## src/rtl/oam_dma.sv

```systemverilog
`default_nettype none
// oam_dma: copies NUM_OBJ 32-bit sprite entries from CPU data RAM into PPU OAM,
// optionally gated to vertical blank, with a 2-stage read-to-write pipeline.
module oam_dma #(
  parameter int MEM_AW      = 16,
  parameter int NUM_OBJ     = 64,
  parameter int WAIT_VBLANK = 1
) (
  input  logic              clk,
  input  logic              reset,
  input  logic              start,
  input  logic              abort,
  input  logic [MEM_AW-1:0] base_addr,
  input  logic              rendering,
  output logic              mem_rd_en,
  output logic [MEM_AW-1:0] mem_addr,
  input  logic [31:0]       mem_rdata,
  output logic              oam_write,
  output logic [5:0]        oam_addr,
  output logic [31:0]       oam_data,
  output logic              busy,
  output logic              done
);

  localparam int CW = $clog2(NUM_OBJ) + 1;
  localparam logic [CW-1:0] LAST_RD = CW'(NUM_OBJ - 1);
  localparam logic [5:0]    LAST_WR = 6'(NUM_OBJ - 1);

  localparam logic [1:0] S_IDLE  = 2'd0;
  localparam logic [1:0] S_ARM   = 2'd1;
  localparam logic [1:0] S_XFER  = 2'd2;
  localparam logic [1:0] S_DRAIN = 2'd3;

  logic [1:0]        state_q, state_d;
  logic [MEM_AW-1:0] base_q, base_d;
  logic [CW-1:0]     rc_q, rc_d;
  logic [5:0]        wc_q, wc_d;
  logic              rd_en_q, rd_en_d;
  logic [MEM_AW-1:0] addr_q, addr_d;
  logic              rvalid_q, rvalid_d;
  logic              wr_q, wr_d;
  logic [5:0]        oaddr_q, oaddr_d;
  logic [31:0]       odata_q, odata_d;
  logic              busy_q, busy_d;
  logic              done_q, done_d;

  logic go;
  logic issue;
  logic last_wr;

  assign go      = (WAIT_VBLANK == 0) || !rendering;
  assign issue   = ((state_q == S_ARM) || (state_q == S_XFER)) && go && !abort;
  assign last_wr = wr_q && (oaddr_q == LAST_WR);

  always_ff @(posedge clk or negedge reset) begin
    if (!reset) begin
      state_q  <= S_IDLE;
      base_q   <= '0;
      rc_q     <= '0;
      wc_q     <= '0;
      rd_en_q  <= 1'b0;
      addr_q   <= '0;
      rvalid_q <= 1'b0;
      wr_q     <= 1'b0;
      oaddr_q  <= '0;
      odata_q  <= '0;
      busy_q   <= 1'b0;
      done_q   <= 1'b0;
    end else begin
      state_q  <= state_d;
      base_q   <= base_d;
      rc_q     <= rc_d;
      wc_q     <= wc_d;
      rd_en_q  <= rd_en_d;
      addr_q   <= addr_d;
      rvalid_q <= rvalid_d;
      wr_q     <= wr_d;
      oaddr_q  <= oaddr_d;
      odata_q  <= odata_d;
      busy_q   <= busy_d;
      done_q   <= done_d;
    end
  end

  // ARM issues read 0 on the same edge it leaves, so reads begin two cycles after start.
  always_comb begin
    state_d = state_q;
    case (state_q)
      S_IDLE: begin
        if (start) state_d = S_ARM;
      end
      S_ARM, S_XFER: begin
        if (abort)      state_d = S_IDLE;
        else if (issue) state_d = (rc_q == LAST_RD) ? S_DRAIN : S_XFER;
      end
      S_DRAIN: begin
        if (abort || last_wr) state_d = S_IDLE;
      end
      default: state_d = S_IDLE;
    endcase
  end

  always_comb begin
    base_d   = base_q;
    rc_d     = rc_q;
    wc_d     = wc_q;
    rd_en_d  = 1'b0;
    addr_d   = addr_q;
    rvalid_d = 1'b0;
    wr_d     = 1'b0;
    oaddr_d  = oaddr_q;
    odata_d  = odata_q;
    busy_d   = (state_d != S_IDLE);
    done_d   = 1'b0;

    if ((state_q == S_IDLE) && start) begin
      base_d = base_addr;
      rc_d   = '0;
      wc_d   = '0;
    end

    if (issue) begin
      rd_en_d = 1'b1;
      addr_d  = base_q + MEM_AW'(rc_q);
      rc_d    = rc_q + CW'(1);
    end

    // Abort flushes the pipeline so in-flight reads never reach OAM.
    if ((state_q != S_IDLE) && !abort) begin
      rvalid_d = rd_en_q;
      if (rvalid_q) begin
        wr_d    = 1'b1;
        oaddr_d = wc_q;
        odata_d = mem_rdata;
        wc_d    = wc_q + 6'd1;
      end
      done_d = (state_q == S_DRAIN) && last_wr;
    end
  end

  assign mem_rd_en = rd_en_q;
  assign mem_addr  = addr_q;
  assign oam_write = wr_q;
  assign oam_addr  = oaddr_q;
  assign oam_data  = odata_q;
  assign busy      = busy_q;
  assign done      = done_q;

endmodule
`default_nettype wire

```

## config.mk

```make
export PLATFORM = sky130hd
export DESIGN_NAME = oam_dma
export DESIGN_NICKNAME = d
export VERILOG_FILES = /design/src/rtl/oam_dma.sv
export SDC_FILE = /design/constraint.sdc
export NUM_CORES = 1
export LEC_CHECK = 0
export CORE_ASPECT_RATIO = 0.7
export CORE_UTILIZATION = 48
export DETAILED_ROUTE_END_ITERATION = 10
export HOLD_SLACK_MARGIN = 0.08
export PLACE_DENSITY_LB_ADDON = 0.12
export SLEW_MARGIN = 20
export SYNTH_ARGS = -nofsm -noshare
export SYNTH_HDL_FRONTEND = slang
export SYNTH_SLANG_ARGS = --single-unit
```

## constraint.sdc

```tcl
create_clock -name clk -period 2.4 [get_ports clk]
set_input_delay 0.48 -clock clk [delete_from_list [all_inputs] [get_ports clk]]
set_output_delay 0.48 -clock clk [all_outputs]
set_load 0.01 [all_outputs]
```

==> summary.txt <==
Die
  • Effective utilization at floorplan: 0.4995
  • Chip width: 110.4 µm
  • Core area: 0.007905 mm²
  • Die Y: 77.89 µm
  • Die area: 0.008599 mm²
  • Row cnt: 27
  • # IOs: 111

Yosys
  • Mapped Cells: 318
  • EDFF count, synth: 0
  • Mean Syn Cell Area: 12.42 µm²
  • Register area share after synthesis: 0.5703
  • Synthesized area: 0.003949 mm²
  • Unique masters post-synth: 45
  • Post-synth net total: 383
  • Synth async-reset ratio: 1.000
  • Post-synth top flop: dfrtp_1
  • Warnings, synthesis: 0
  • Seq cells post-synth: 90

Clock network
  • Hold_buf cts: 0
  • Worst-path clk slew: 0.06 ns
  • Maximum buffer depth of the clock tree: 2
  • CTS root buffer: clkbuf_16
  • TritonCTS Sinks: 90
  • Htree depth: 3
  • Total CTS buffers: 9
  • CTS tree: done
  • Clk_lat worst skew: 0.34 ns
  • Postcts setup bufs: 0

Timing
  • Least-Margin Pin Slew: 0.5793 ns
  • Final hold vios: 0
  • Max frequency: 437.9 MHz
  • Pins Over Slew Limit: 0
  • Final Cycle Share: 0.9515
  • # setup viols final: 0
  • Final TNS setup: 0 ns
  • Crit path time final: 2.283 ns
  • Worst Skew: 0.003065 ns
  • Unrepaired setup endpoints after global routing: false
  • Slew margin rel.: 0.6138

Final layout
  • Area Overhead vs Synth: 39.07%
  • Fillcell total: 598
  • Fin nets: 499
  • Post-route insts no fill: 540
  • Share of cells above drive strength 1: 0.1800
  • Antenna Cells: 0
  • Leading cell type in the layout, fill and taps excluded: clkdlybuf4s50_1
  • Most frequent cells in the layout: clkdlybuf4s50_1, dfrtp_1, mux2_2

Power and ir drop
  • Pwr Total: 0.005818 W
  • Leak: 2.476 nW
  • Peak VDD IR: 0.6980 mV
  • PD cells: 1059 mW/mm²

Critical path
  • CP arrival: 2.54 ns
  • Critical path class: reg -> reg
  • WP data required: 2.66 ns
  • Worst Setup Start Kind: register
  • CP Capture Type: register
  • Crit-path max FO: 5

Placement
  • Post-DP HPWL: 6.172 mm
  • Routability cong.: 0.7979
  • Placed cell count: 524
  • Count of input and output buffers: 110

GRT
  • Largest net degree at the start of global routing: 45
  • GRT Overall Usage: 0.2202
  • Vias in the first global route: 2911
  • Initial antenna violation count: 0
  • First-pass GRT wire length: 14.82 mm
  • Grt total ovfl: 0

Hold path
  • Hold Path Class: in -> async

Routing
  • Total wire length: 8.744 mm
  • DR vias/cell: 5.272
  • # DRC: 0
  • Routed Antenna Nets: 0
  • Detailed Route Iter0 Violations: 74
  • DRT Pass-1 Iters: 4
  • Post-DR wirelength/cell: 16.19 µm
  • Vias: 2847

Run status
  • Status: finished clean

Flow run
  • # Max-Cap Violations: 0
==> kinds of logic (layout without fill, tap and decap cells) <==
| family | after synthesis | count (layout) | synth area share |
|---|---|---|---|
| DFF | 90 | 90 | 0.5703 |
| and+or+nand+nor | 77 | 77 | 0.09601 |
| muxes | 54 | 54 | 0.1540 |
| AOI/OAI and AO/OA | 52 | 52 | 0.08080 |
| buffers and inverters | 18 | 139 | 0.02566 |
| xor gates and xnor gates | 15 | 15 | 0.03327 |
| adders and majority gates | 12 | 12 | 0.03992 |
==> final timing paths <==
kind / startpoint / end / slack, ns / cells past startpoint
worst max-delay path: rc_q[0]$_DFFE_PN0P_ / mem_addr[14]$_DFFE_PN0P_ / 0.12 / 7
worst min-delay path: reset / oam_data[5]$_DFFE_PN0P_ / 0.13 / 1
worst max register to register: rc_q[0]$_DFFE_PN0P_ / mem_addr[14]$_DFFE_PN0P_ / 0.12 / 7
worst min register to register: wc_q[5]$_DFF_PN0_ / wc_q[5]$_DFF_PN0_ / 0.48 / 1
max in group asynchronous: reset / base_q[9]$_DFFE_PN0P_ / 1.54 / 2
min in group clk: wc_q[5]$_DFF_PN0_ / wc_q[5]$_DFF_PN0_ / 0.48 / 1
==> metrics by stage <==
| step | utilization | setup WS [ns] | area (µm²) | hold WS, ns |
|---|---|---|---|---|
| after floorplan | - | 0.3020 | 3949 | 0.1844 |
| after global placement | 0.6559 | 0.1805 | 5185 | 0.4601 |
| after detailed placement | 0.6559 | 0.1287 | 5185 | 0.4725 |
| after CTS | 0.6937 | 0.09580 | 5484 | 0.1586 |
| after global routing | 0.6947 | 0.02243 | 5492 | 0.1811 |
| final | 0.6947 | 0.1165 | 5492 | 0.1340 |
==> final cells by class <==
cell class              count  area (µm²)  share of cell area
clock buffers              14       264.0             0.04807
clock inverters             2       35.03            0.006380
inverters                   6       22.52            0.004101
multi-input cells         210        1603              0.2919
flip-flops and latches     90        2252              0.4101
well taps                 101       126.4             0.02301
repair buffers            117        1189              0.2165
==> per-layer routing <==
layer,up-vias,wire [µm],track usage
li1,1361,-,-
met1,1381,4122,0.2993
met2,95,3815,0.3230
met3,10,697,0.08594
met4,0,110,0.07200
met5,-,0,0
==> worst max-delay path, cell delays in order (launching register included) <==
cell	delay (ns)
dfrtp_1	0.44
ha_1	0.25
fa_1	0.44
a211o_1	0.36
a21oi_4	0.21
and4bb_2	0.26
xnor2_1	0.11
o21ai_0	0.14
==> cell usage after synthesis (2+ instances only) <==
| cell type | number | area [µm²] |
|---|---|---|
| a211o_1 | 2 | 17.52 |
| a21o_1 | 2 | 15.01 |
| a21oi_1 | 4 | 20.02 |
| and3_1 | 3 | 18.77 |
| and4_1 | 2 | 17.52 |
| buf_2 | 3 | 15.01 |
| buf_4 | 4 | 30.03 |
| buf_6 | 2 | 22.52 |
| clkbuf_1 | 3 | 11.26 |
| dfrtp_1 | 90 | 2252 |
| ha_1 | 11 | 137.6 |
| inv_1 | 4 | 15.01 |
| mux2_1 | 2 | 22.52 |
| mux2_2 | 52 | 585.6 |
| nand2_1 | 39 | 146.4 |
| nand2b_1 | 2 | 12.51 |
| nand3_1 | 13 | 65.06 |
| nand4_1 | 4 | 25.02 |
| nor2_1 | 5 | 18.77 |
| nor3_1 | 2 | 10.01 |
| o211ai_1 | 3 | 22.52 |
| o21ai_0 | 27 | 135.1 |
| o21ai_1 | 3 | 15.01 |
| o31ai_1 | 2 | 15.01 |
| xnor2_1 | 7 | 61.31 |
| xor2_1 | 8 | 70.07 |
==> sequential cells by signal, summed over array words and instances (netlist names) <==
| name | cells |
|---|---|
| mem_addr | 16 |
| rvalid_q | 1 |
| state_q | 2 |
| done | 1 |
| oam_addr | 6 |
| base_q | 16 |
| mem_rd_en | 1 |
| rc_q | 7 |
| busy | 1 |
| oam_data | 32 |
| wc_q | 6 |
| oam_write | 1 |
==> where the power goes <==
group          switching [W]  internal (W)
clock network       0.000547      0.000863
logic               0.000891       0.00118
registers           0.000337       0.00200
==> timing repair <==
item,in CTS,in global routing
hold endpoints to repair,0,0
resized for setup,0,1
endpoints found under the setup margin,0,1
Power figures use the tool's default switching activity.
